[config.mk]
export PLATFORM = sky130hd
export DESIGN_NAME = ex_mem_stage
export DESIGN_NICKNAME = d
export VERILOG_FILES = /design/src/rtl/cpu_pkg.sv /design/src/rtl/dmem_timer.sv /design/src/rtl/ex_mem_stage.sv
export SDC_FILE = /design/constraint.sdc
export NUM_CORES = 1
export LEC_CHECK = 0
export ABC_AREA = 1
export BUFFER_PORTS_ARGS = -buffer_cell sky130_fd_sc_hd__buf_2
export CORE_ASPECT_RATIO = 1.4
export CORE_UTILIZATION = 31
export CTS_BUF_LIST = sky130_fd_sc_hd__clkbuf_4 sky130_fd_sc_hd__clkbuf_8 sky130_fd_sc_hd__clkbuf_16
export CTS_CLUSTER_SIZE = 12
export DETAILED_ROUTE_END_ITERATION = 16
export PLACE_DENSITY = 0.68
export SYNTH_ARGS = -nofsm -noshare
export SYNTH_HDL_FRONTEND = slang
export SYNTH_SLANG_ARGS = --single-unit
[constraint.sdc]
create_clock -name clk -period 3.1 [get_ports clk]
set_clock_uncertainty 0.1 [all_clocks]
set_input_delay 0.155 -clock clk [delete_from_list [all_inputs] [get_ports clk]]
set_output_delay 0.155 -clock clk [all_outputs]
set_load 0.01 [all_outputs]
[src/rtl/cpu_pkg.sv]
// cpu_pkg: shared datapath defaults, memory-stage FSM states and stage-bundle types.
package cpu_pkg;

  localparam int DEFAULT_DATA_W = 32;

  typedef enum logic {
    ST_IDLE = 1'b0,
    ST_REQ  = 1'b1
  } mem_state_t;

  typedef struct packed {
    logic valid;
    logic rw;
    logic mem_rd;
    logic mem_wr;
  } stage_ctrl_t;

  // True when the bundle describes a live instruction that must touch data memory.
  function automatic logic needs_dmem(stage_ctrl_t ctrl);
    return ctrl.valid & (ctrl.mem_rd | ctrl.mem_wr);
  endfunction

endpackage

[src/rtl/dmem_timer.sv]
// dmem_timer: counts consecutive unacknowledged dmem request cycles and flags expiry.
// Only instantiated when DMEM_TIMEOUT_EN is defined.
module dmem_timer #(
  parameter int TIMEOUT = 16
) (
  input  logic clk,
  input  logic rst_,
  input  logic active,
  input  logic ack,
  output logic expired
);

  localparam int CNT_W = (TIMEOUT < 2) ? 1 : $clog2(TIMEOUT + 1);

  logic [CNT_W-1:0] count;

  // Restart on every new request window; advance once per unanswered request cycle.
  always_ff @(posedge clk) begin
    if (rst_ || !active || ack) begin
      count <= '0;
    end else begin
      count <= count + 1'b1;
    end
  end

  assign expired = active & ~ack & (count == CNT_W'(TIMEOUT - 1));

endmodule

[src/rtl/ex_mem_stage.sv]
// ex_mem_stage: execute/memory pipeline boundary with a blocking data-memory port.
// Build macro DMEM_TIMEOUT_EN bounds the dmem wait and adds a sticky dmem_err flag.
module ex_mem_stage
  import cpu_pkg::*;
#(
  parameter int REG_WORDS = 32,
  parameter int ADDR_LEFT = $clog2(REG_WORDS) - 1,
  parameter int DATA_W    = DEFAULT_DATA_W,
  parameter int TIMEOUT   = 16
) (
  input  logic               clk,
  input  logic               rst_,
  input  logic               valid_s3,
  input  logic               flush_s3,
  input  logic               rw_s3,
  input  logic [ADDR_LEFT:0] waddr_s3,
  input  logic [DATA_W-1:0]  alu_out_s3,
  input  logic               mem_rd_s3,
  input  logic               mem_wr_s3,
  input  logic [DATA_W-1:0]  wdata_s3,
  output logic               stall_s3,
  output logic               rw_s4,
  output logic [ADDR_LEFT:0] waddr_s4,
  output logic [DATA_W-1:0]  alu_out_s4,
  output logic               wb_en_s4,
  output logic [DATA_W-1:0]  wb_data_s4,
  output logic               dmem_req,
  output logic               dmem_we,
  output logic [DATA_W-1:0]  dmem_addr,
  output logic [DATA_W-1:0]  dmem_wdata,
  input  logic               dmem_ack,
  input  logic [DATA_W-1:0]  dmem_rdata,
  output logic               dmem_err
);

  mem_state_t  state;
  mem_state_t  state_next;
  stage_ctrl_t ctrl_s3;
  stage_ctrl_t ctrl_s4;
  logic [DATA_W-1:0] wdata_r;
  logic [DATA_W-1:0] load_r;
  logic capture;
  logic ack_edge;

  // A flushed instruction enters stage 4 as a bubble.
  assign ctrl_s3 = '{valid:  valid_s3 & ~flush_s3,
                     rw:     rw_s3,
                     mem_rd: mem_rd_s3,
                     mem_wr: mem_wr_s3};

  assign capture  = (state == ST_IDLE);
  assign ack_edge = (state == ST_REQ) & dmem_ack;

  // A zero-cycle wait window is meaningless; refuse to elaborate it.
  if (TIMEOUT < 1) begin : g_timeout_range
    $error("ex_mem_stage: TIMEOUT must be at least 1");
  end

`ifdef DMEM_TIMEOUT_EN
  logic timeout_hit;

  dmem_timer #(
    .TIMEOUT(TIMEOUT)
  ) u_dmem_timer (
    .clk     (clk),
    .rst_    (rst_),
    .active  (state == ST_REQ),
    .ack     (dmem_ack),
    .expired (timeout_hit)
  );

  // Sticky error: set when a request is abandoned, cleared only by reset.
  always_ff @(posedge clk) begin
    if (rst_) begin
      dmem_err <= 1'b0;
    end else if (timeout_hit) begin
      dmem_err <= 1'b1;
    end
  end
`else
  assign dmem_err = 1'b0;
`endif

  // Memory-stage state register; reset drops any access in flight.
  always_ff @(posedge clk) begin
    if (rst_) begin
      state <= ST_IDLE;
    end else begin
      state <= state_next;
    end
  end

  // Next state plus the stall and dmem request outputs, all decoded from state.
  always_comb begin
    state_next = state;
    stall_s3   = 1'b0;
    dmem_req   = 1'b0;
    dmem_we    = 1'b0;
    dmem_addr  = '0;
    dmem_wdata = '0;
    case (state)
      ST_IDLE: begin
        if (needs_dmem(ctrl_s3)) begin
          state_next = ST_REQ;
        end
      end
      ST_REQ: begin
        stall_s3   = 1'b1;
        dmem_req   = 1'b1;
        dmem_we    = ctrl_s4.mem_wr;
        dmem_addr  = alu_out_s4;
        dmem_wdata = wdata_r;
        if (dmem_ack) begin
          state_next = ST_IDLE;
        end
`ifdef DMEM_TIMEOUT_EN
        else if (timeout_hit) begin
          state_next = ST_IDLE;
        end
`endif
      end
      default: begin
        state_next = ST_IDLE;
      end
    endcase
  end

  // Stage-4 registers load on every unstalled edge; the load register fills on a read ack.
  always_ff @(posedge clk) begin
    if (rst_) begin
      ctrl_s4    <= '0;
      waddr_s4   <= '0;
      alu_out_s4 <= '0;
      wdata_r    <= '0;
      load_r     <= '0;
    end else if (capture) begin
      ctrl_s4    <= ctrl_s3;
      waddr_s4   <= waddr_s3;
      alu_out_s4 <= alu_out_s3;
      wdata_r    <= wdata_s3;
    end else if (ack_edge) begin
      if (ctrl_s4.mem_rd) begin
        load_r <= dmem_rdata;
      end
    end
`ifdef DMEM_TIMEOUT_EN
    else if (timeout_hit) begin
      load_r        <= '0;
      ctrl_s4.valid <= 1'b0;
    end
`endif
  end

  // Load results are not known until the ack, so their destination is never forwarded.
  assign rw_s4      = ctrl_s4.valid & ctrl_s4.rw & ~ctrl_s4.mem_rd;
  assign wb_en_s4   = ctrl_s4.valid & ctrl_s4.rw & (state == ST_IDLE);
  assign wb_data_s4 = ctrl_s4.mem_rd ? load_r : alu_out_s4;

endmodule

==> results_dict.tcl, run 1 <==
set metrics [dict create \
    crit-reg2reg-launch "state" \
    ws_path_type "reg -> out" \
    insertion_delay_ps 340 \
    clock-sinks 106 \
    min_period_ps 2340 \
    vdd.ir_drop.worst_mv 0.2714 \
    power_density_nw_per_um2 456.3 \
    worstReg2RegEnd "wdata_r[12]" \
    grt_pass1_vias 4827 \
    post_route_cells_drive_above_1_share_pct 33.55 \
    fill_cells 1267 \
    ffs_latches_synth 106 \
    synth.avg_cell_area_um2 7.514 \
    synthXorXnorAreaFrac_pct 0 \
    crit_path_max_incr_delay_ps 800 \
    grt_first_pass_wirelength_mm 22.92 \
    max-cap-violations 0 \
    worst_case_register_to_register_setup_slack_ps 1020 \
    m1WireLength_mm 5.953 \
    critical_path_stages 4 \
    groute.usage.overall_pct 20.49 \
    synth_largest_area_cell "dfxtp_1" \
    asyncSetResetFlopFracSynth_pct 0 \
    die_width_um 101.6 \
    seq_area_frac_synth_pct 49.29 \
    hold_viol_final 0 \
    met3_length_um 705 \
    worst_path_max_delay_cell "dfxtp_2" \
    run_status "finished clean" \
    start_kind "flop" \
    antenna_found_initial 0 \
    io-pin-count 248 \
    critical_path_required_ps 2840 \
    grt_setup_unrepaired "no" \
    cts_resized 0 \
    netlist_instances 573 \
    setup_violations 0 \
    root_buffer "clkbuf_16" \
    wl_met2_mm 7.674 \
    layout_worst_path_cycle_share_pct 75.50 \
    post_synth_and_or_nand_nor_area_fraction_pct 19.04 \
    synth_top_area_share_pct 49.29 \
    worst-path-buf-inv 3 \
    antenna_left 0 \
    timing.slew.headroom_pct 46.52 \
    p_total_mw 3.194 \
    floorplan_die_area_um2 14370 \
    yosysMostFrequentCell "nand2_1" \
    timing.setup.tns_ps 0 \
    top_layer_used "met4" \
    endpoint_kind "primary output" \
    synthMuxAreaShare_pct 8.370 \
    cp_max_fo 47 \
    fp.coreArea_um2 13450 \
    yosysUniqueCellTypes 16 \
    cp-endpoint "dmem_addr[27]" \
    timing.critical_path.arrival_ps 2090 \
    place.detailed.instances 968 \
    synth-warning-count 0 \
    initial_core_util_pct 32.01 \
    timing_worst_slew_pin_value_ps 802.2 \
    multiInputGateArea_um2 1719 \
    cp_startpoint "state" \
    area_after_dpl_um2 5624 \
    cts_tree "done" \
    synth_top_family_by_area "simple AND/OR/NAND/NOR gates" \
    worstHoldPathType "in -> reg" \
    top_delay_family_on_crit_path "flip-flops" \
    final_design_area_no_fill_um2 7000 \
    worstPathCellList "buf_4 > nand2_1 > inv_1 > buf_2" \
    synth_compound_gate_area_share_pct 12.44 \
    vias 4905 \
    drc_errors 0 \
    cts.repair_timing.setup_buffer_count 0 \
    mappedNetlistNets 682 \
    fmaxAchievable_ghz 0.4273 \
    final_max_slew_viol_count 0 \
    gp_congestion 0.8712 \
    dpl.hpwl_mm 9.057 \
    area.sequential_um2 2125 \
    drtPass1Iterations 4 \
    die_y_um 141.4 \
    final-instance-count-excl-fill 1089 \
    wl_per_cell_um 13.68 \
    synth_top_cells_by_area "dfxtp_1, nand2_1, a21oi_1" \
    port_buf_inserts 246 \
    syn_to_final_growth_pct 62.60 \
    netlist_area_um2 4305 \
    yosys.area_share.adder_pct 0 \
    nNetsFinal 1011 \
    rows 50 \
    totalWireLength_mm 14.90 \
    p_leak_nw 3.977 \
    synth_common_cells "nand2_1, dfxtp_1, a21oi_1, inv_1, mux2_2" \
    clockBufferDepth 2 \
    viasPerCell 4.504 \
    globalRoute.totalOverflow 0 \
    ff2ff_path_depth 4 \
    cts.clk_slew.worst_paths_ps 60 \
    numCtsBuffers 9 \
    synth-edff-count 0 \
    ctsHtreeMaxLevel 3 \
    grt_start_max_net_pins 75 \
    detailedRoute.firstIterationViolations 159 \
    synthFlopType "dfxtp_1" \
]
placed cells by master, fill, tap and decap left out, drive strengths merged:
master and count:
inv 73, nor2 11, clkbuf 11, nand3 2
dfxtp 106, nor3 2, o21ai 6, or2 1
conb 1, clkinv 1, buf 252, a21oi 101
bufinv 2, clkinvlp 1, mux2 32, diode 1
dlygate4sd3 105, nand2 199
area by class of cell:
cell class | count | area share, %
timing repair buffer | 357 | 33.28
sequential | 106 | 30.35
multi-input combinational | 355 | 24.56
inverter | 73 | 3.914
clock buffer | 11 | 3.521
tap | 182 | 3.253
clock inverter | 4 | 1.090
antenna | 1 | 0.03575
state kept, by name, indices dropped and copies added (netlist names):
register and flops:
alu_out_s4 32, wdata_r 32, state 1, waddr_s4 5
load_r 32, ctrl_s4 4
stage by stage:
step                      setup slack [ps]  util [%]  hold WS [ps]
after floorplan                       1803         -         197.8
after global placement                1115     41.81         291.3
after detailed placement              1081     41.81         299.0
after CTS                            757.8     52.03         27.85
after global routing                 626.5     52.03         48.13
final                                759.6     52.05         30.61
worst min-delay path: stages:
cell and delay (ps):
buf_2 100, or2_0 110, a21oi_1 60
repair_timing:
action | 4_1_cts | 5_1_grt
hold endpoints to repair | 105 | 0
setup endpoints to repair | 0 | 0
hold buffers | 105 | 0
report_power, final:
part | switching, mW | internal [mW] | total [mW]
registers | 0.0509 | 1.43 | 1.48
logic | 0.220 | 0.256 | 0.476
clock network | 0.503 | 0.736 | 1.24
total | 0.774 | 2.42 | 3.19
cell families after synthesis:
| logic type | Yosys count |
|---|---|
| multiplexers | 32 |
| flip-flops | 106 |
| AO/OA/AOI/OAI | 107 |
| AND/OR/NAND/NOR | 215 |
| buffers and inverters | 112 |
| other | 1 |
per-layer routing:
metal | up-vias | track usage (%)
li1 | 2436 | -
met1 | 2249 | 22.29
met2 | 182 | 36.56
met3 | 38 | 3.596
met4 | 0 | 11.98
met5 | - | 0
worst min path at each step:
stage,from,endpoint,slack [ps],cells past startpoint
after floorplan,dmem_rdata[0],load_r[0],200,2
after global placement,waddr_s3[1],waddr_s4[1],290,3
after detailed placement,waddr_s3[2],waddr_s4[2],300,3
after CTS,dmem_ack,state,30,3
after global routing,dmem_ack,state,50,3
final,dmem_ack,state,30,3
Power figures use the tool's default switching activity.
==> run 2, diff against run 1 <==
--- a/config.mk
+++ b/config.mk
@@ -5,7 +5,7 @@
 export SDC_FILE = /design/constraint.sdc
 export NUM_CORES = 1
 export LEC_CHECK = 0
-export ABC_AREA = 1
+export ABC_AREA = 0
 export BUFFER_PORTS_ARGS = -buffer_cell sky130_fd_sc_hd__buf_2
 export CORE_ASPECT_RATIO = 1.4
 export CORE_UTILIZATION = 31
==> constraint.sdc (replaced) <==
create_clock -name clk -period 2.08 [get_ports clk]
set_clock_uncertainty 0.1 [all_clocks]
set_input_delay 0.104 -clock clk [delete_from_list [all_inputs] [get_ports clk]]
set_output_delay 0.104 -clock clk [all_outputs]
set_load 0.01 [all_outputs]
==> results_dict.tcl, run 2 <==
set metrics [dict create \
    run_status "finished clean" \
    cts.clk_slew.worst_paths_ps 70 \
    max-cap-violations 0 \
    post-route-util_pct 49.18 \
    layout_worst_path_cycle_share_pct 94.82 \
    initial_core_util_pct 31.71 \
    area_after_dpl_um2 6274 \
    grt_first_pass_wirelength_mm 20.29 \
    drtPass1Iterations 4 \
    vias 4497 \
    die_width_um 108.6 \
    critical_path_stages 4 \
    grt_setup_unrepaired "no" \
    endpoint_kind "flop" \
    cp_startpoint "state" \
    synth-warning-count 0 \
    final_design_area_no_fill_um2 7642 \
    worst_case_register_to_register_setup_slack_ps 110 \
    worstReg2RegEnd "state" \
    largestRegisters "alu_out_s4: 32 flops, load_r: 32 flops, wdata_r: 32 flops" \
    worst-path-buf-inv 2 \
    crit-reg2reg-launch "state" \
    ctsHtreeMaxLevel 3 \
    vdd.ir_drop.worst_mv 0.3605 \
    cts.repair_timing.setup_buffer_count 0 \
    wl_per_cell_um 13.00 \
    power_density_nw_per_um2 617.6 \
    port_buf_inserts 246 \
    post_route_cells_drive_above_1_share_pct 36.85 \
    p_leak_nw 3.554 \
    synth_largest_area_cell "dfxtp_1" \
    worstHoldPathType "in -> reg" \
    grt_start_max_net_pins 78 \
    synth_top_cells_by_area "dfxtp_1, mux2i_1, and2_1" \
    dpl.hpwl_mm 8.836 \
    gr-usage-met3_pct 3.098 \
    fmaxAchievable_ghz 0.5071 \
    ws_path_type "reg -> reg" \
    layout_commonest_cell "buf_2" \
    mostFrequentLayoutCells "buf_2, dlygate4sd3_1, mux2i_1, dfxtp_1, nor2_1" \
    viasPerCell 4.370 \
    synth-edff-count 0 \
    globalRouteMet1Util_pct 17.46 \
    place.detailed.instances 906 \
    ffs_latches_synth 106 \
    yosysUniqueCellTypes 17 \
    netlist_instances 496 \
    totalWireLength_mm 13.38 \
    post-route-worst-setup-slack_ps 107.8 \
    ff2ff_path_depth 4 \
    start_kind "flop" \
    cp_max_fo 67 \
    seq_area_frac_synth_pct 43.06 \
    hold_viol_final 0 \
    antenna_found_initial 0 \
    cts_resized 0 \
    grt_pass1_vias 4305 \
    grtUsageMet2_pct 29.49 \
    die_y_um 151.2 \
    numCtsBuffers 9 \
    synthFlopType "dfxtp_1" \
    insertion_delay_ps 340 \
    asyncSetResetFlopFracSynth_pct 0 \
    synth_common_cells "dfxtp_1, mux2i_1, nor2_1, and2_1, nand2b_1" \
    worstPathCellList "buf_12 > or3b_2 > o41ai_1 > dlygate4sd3_1" \
    floorplan_die_area_um2 16410 \
    antenna_left 0 \
    io-pin-count 248 \
    final_max_slew_viol_count 0 \
    setup_violations 0 \
    timing.setup.tns_ps 0 \
    critical_path_required_ps 2260 \
    final-instance-count-excl-fill 1029 \
    cp-endpoint "state" \
    crit_path_max_incr_delay_ps 590 \
    drc_errors 0 \
    netlist_area_um2 4928 \
    nNetsFinal 937 \
    worst_path_max_delay_cell "dlygate4sd3_1" \
    clock-sinks 106 \
    groute.usage.overall_pct 15.75 \
    detailedRoute.firstIterationViolations 169 \
    yosysMostFrequentCell "dfxtp_1" \
    synth_top_area_share_pct 43.06 \
    min_period_ps 1972 \
    syn_to_final_growth_pct 55.06 \
    gr-max-usage-layer "met2" \
    rows 54 \
    gp_congestion 0.7538 \
    top_delay_family_on_crit_path "buffers and inverters" \
    root_buffer "clkbuf_16" \
    globalRoute.totalOverflow 0 \
    mappedNetlistNets 605 \
    synth.avg_cell_area_um2 9.936 \
    fp.coreArea_um2 15540 \
    cts_tree "done" \
    timing.critical_path.arrival_ps 2150 \
    num_antenna_cells 0 \
    clockBufferDepth 2 \
    place_ws_ps 615.7 \
]
run 2: cell count changes in the layout (fill, tap and decap cells not counted), moves of 3 or more:
cell | previous run | this run
mux2i_1 | 0 | 104
inv_6 | 0 | 3
nor2_1 | 11 | 75
o21ai_0 | 6 | 0
inv_1 | 71 | 0
a21oi_1 | 101 | 1
nand2b_1 | 0 | 65
and2_1 | 0 | 65
nand2_1 | 199 | 2
buf_12 | 0 | 4
run 2: worst min-delay path by stage:
stage	end	startpoint	slack [ps]	depth (start not counted)
6_report	ctrl_s4[3]	valid_s3	30	3
5_1_grt	ctrl_s4[3]	valid_s3	40	3
4_1_cts	ctrl_s4[3]	valid_s3	20	3
2_1_floorplan	alu_out_s4[0]	alu_out_s3[0]	150	2
3_5_place_dp	wdata_r[7]	wdata_s3[7]	240	3
3_3_place_gp	waddr_s4[4]	waddr_s3[4]	230	3
run 2: metrics by stage:
stage	total power, mW	hold WS, ps
3_5_place_dp	2.885	240.8
4_1_cts	4.805	23.55
5_1_grt	4.976	36.94
6_report	4.720	32.05
2_1_floorplan	2.619	147.9
3_3_place_gp	2.874	230.6
run 2: area by class of cell:
| cell class | count | area, um2 |
|---|---|---|
| flip-flops and latches | 106 | 2127 |
| multi-input cells | 349 | 2550 |
| clock buffers | 9 | 225.2 |
| repair buffers | 362 | 2422 |
| well taps | 196 | 245.2 |
| clock inverters | 7 | 72.57 |
| fillers | 1423 | 7898 |
run 2: timing repair:
action | 4_1_cts | 5_1_grt
hold buffers | 107 | 0
endpoints found under the hold margin | 106 | 0
setup endpoints to repair | 0 | 0
run 2: power by group:
group	switching (mW)	internal, mW
Sequential	0.0710	2.13
Combinational	0.338	0.462
Clock	0.777	0.944
run 2: worst min-delay path, delay by kind of cell:
| family | cells | cell delay, ps |
|---|---|---|
| buffers and inverters | 1 | 110 |
| and+or+nand+nor | 1 | 150 |
| AOI/OAI and AO/OA | 1 | 50 |
run 2: cells by family (layout without fill, tap and decap cells):
kind of cell	after synthesis	in the layout	share of synthesized area [%]
and+or+nand+nor	210	210	22.95
muxes	136	136	28.43
DFF	106	106	43.06
buffers and inverters	41	378	5.204
AOI/OAI and AO/OA	2	2	0.2792
other	1	1	0.07609
run 2: per-layer routing:
layer / vias to the layer above / part of all wire, %
li1: 2274 / -
met1: 2051 / 42
met2: 161 / 52
met3: 11 / 5.0
met4: 0 / 1.4
met5: - / 0
==> run 3, diff against run 2 <==
--- a/config.mk
+++ b/config.mk
@@ -8,6 +8,7 @@
 export ABC_AREA = 0
 export BUFFER_PORTS_ARGS = -buffer_cell sky130_fd_sc_hd__buf_2
 export CORE_ASPECT_RATIO = 1.4
+export CORE_MARGIN = 3
 export CORE_UTILIZATION = 31
 export CTS_BUF_LIST = sky130_fd_sc_hd__clkbuf_4 sky130_fd_sc_hd__clkbuf_8 sky130_fd_sc_hd__clkbuf_16
 export CTS_CLUSTER_SIZE = 12
==> results_dict.tcl, run 3 (same netlist as run 2, synthesis figures left out) <==
set metrics [dict create \
    run_status "finished clean" \
    totalWireLength_mm 14.20 \
    numCtsBuffers 9 \
    place_ws_ps 535.0 \
    ctsHtreeMaxLevel 3 \
    grt_first_pass_wirelength_mm 22.76 \
    vdd.ir_drop.worst_mv 0.3207 \
    cts.clk_slew.worst_paths_ps 70 \
    grt_start_max_net_pins 74 \
    cts_resized 0 \
    timing_worst_slew_pin_value_ps 653.6 \
    final_max_slew_viol_count 0 \
    setup_violations 0 \
    floorplan_die_area_um2 17470 \
    wl_per_cell_um 13.85 \
    detailedRoute.firstIterationViolations 161 \
    power_density_nw_per_um2 630.5 \
    cts_hold_repair.buffers 107 \
    mostFrequentLayoutCells "buf_2, dlygate4sd3_1, mux2i_1, dfxtp_1, nor2_1" \
    fp.coreArea_um2 15320 \
    layout_commonest_cell "buf_2" \
    timing.slew.headroom_pct 56.43 \
    die_y_um 155.2 \
    initial_core_util_pct 32.17 \
    fill_cells 1407 \
    gp_congestion 0.7585 \
    port_buf_inserts 246 \
    ws_path_type "reg -> reg" \
    rows 53 \
    worst-path-buf-inv 2 \
    vias 4547 \
    timing.critical_path.arrival_ps 2150 \
    cp_max_fo 73 \
    area.sequential_um2 2127 \
    p_leak_nw 3.561 \
    fmaxAchievable_ghz 0.5085 \
    nNetsFinal 938 \
    antenna_left 0 \
    dpl.hpwl_mm 9.152 \
    largestRegisters "alu_out_s4: 32 flops, load_r: 32 flops, wdata_r: 32 flops" \
    drc_errors 0 \
    cts_tree "done" \
    grt_pass1_vias 4561 \
    start_kind "flop" \
    die_width_um 112.6 \
    insertion_delay_ps 340 \
    top_delay_family_on_crit_path "buffers and inverters" \
    num_antenna_cells 0 \
    viasPerCell 4.436 \
    worstHoldPathType "in -> reg" \
    critical_path_required_ps 2270 \
    crit_path_max_incr_delay_ps 580 \
    cts.repair_timing.setup_buffer_count 0 \
    max-cap-violations 0 \
    post-route-worst-setup-slack_ps 113.5 \
    clockBufferDepth 2 \
    globalRoute.totalOverflow 0 \
    timing.setup.tns_ps 0 \
    antenna_found_initial 0 \
    worst_path_max_delay_cell "dlygate4sd3_1" \
    worstPathCellList "buf_12 > or3b_2 > o41ai_1 > dlygate4sd3_1" \
    clock-sinks 106 \
    endpoint_kind "flop" \
    grt_setup_unrepaired "no" \
    hold_viol_final 0 \
    groute.usage.overall_pct 16.01 \
    multiInputGateArea_um2 2550 \
    post_route_cells_drive_above_1_share_pct 36.85 \
    layout_worst_path_cycle_share_pct 94.54 \
    io-pin-count 248 \
    min_period_ps 1967 \
    drtPass1Iterations 4 \
    syn_to_final_growth_pct 55.27 \
    root_buffer "clkbuf_16" \
]
-- run 3: worst min-delay path, delay by kind of cell --
family	cells	cell delay (ps)
simple gates	1	150
buf+inv	1	110
compound gates	1	50
-- run 3: final timing paths --
kind,slack (ps),to,start,depth (start not counted)
worst max-delay path,110,state,state,4
worst min-delay path,30,ctrl_s4[3],valid_s3,3
worst max register to register,110,state,state,4
worst min register to register,360,ctrl_s4[3],ctrl_s4[3],2
-- run 3: report_power, final --
| group | switching, mW | internal, mW | total [mW] |
|---|---|---|---|
| Sequential | 0.0702 | 2.13 | 2.20 |
| Combinational | 0.345 | 0.464 | 0.809 |
| Clock | 0.769 | 1.05 | 1.82 |
| Total | 1.18 | 3.64 | 4.83 |
-- run 3: through the flow --
stage               instance area, um2  power, mW  util, %  cells  hold slack (ps)
finish                            7652      4.825    49.96   1025            28.94
global route                      7652      5.071    49.96   1025            34.78
CTS                               7652      4.901    49.96   1025            14.20
detailed placement                6264      2.894    40.89    903            240.4
global placement                  6264      2.887    40.89    903            232.0
floorplan                         4928      2.619        -    496            147.9
-- run 3: area by class of cell --
cell class,instances,area share (%)
clock inverter,3,0.6050
clock buffer,12,3.548
tap,192,3.139
timing repair buffer,363,31.59
multi-input combinational,349,33.32
sequential,106,27.80
-- run 3: metal layers --
| layer | wire, um | track usage, % | vias up |
|---|---|---|---|
| met2 | 7459 | 29.04 | 164 |
| met1 | 5600 | 17.93 | 2077 |
| met4 | 384 | 7.045 | 0 |
| met3 | 755 | 3.230 | 25 |
| li1 | - | - | 2281 |
| met5 | 0 | 0 | - |
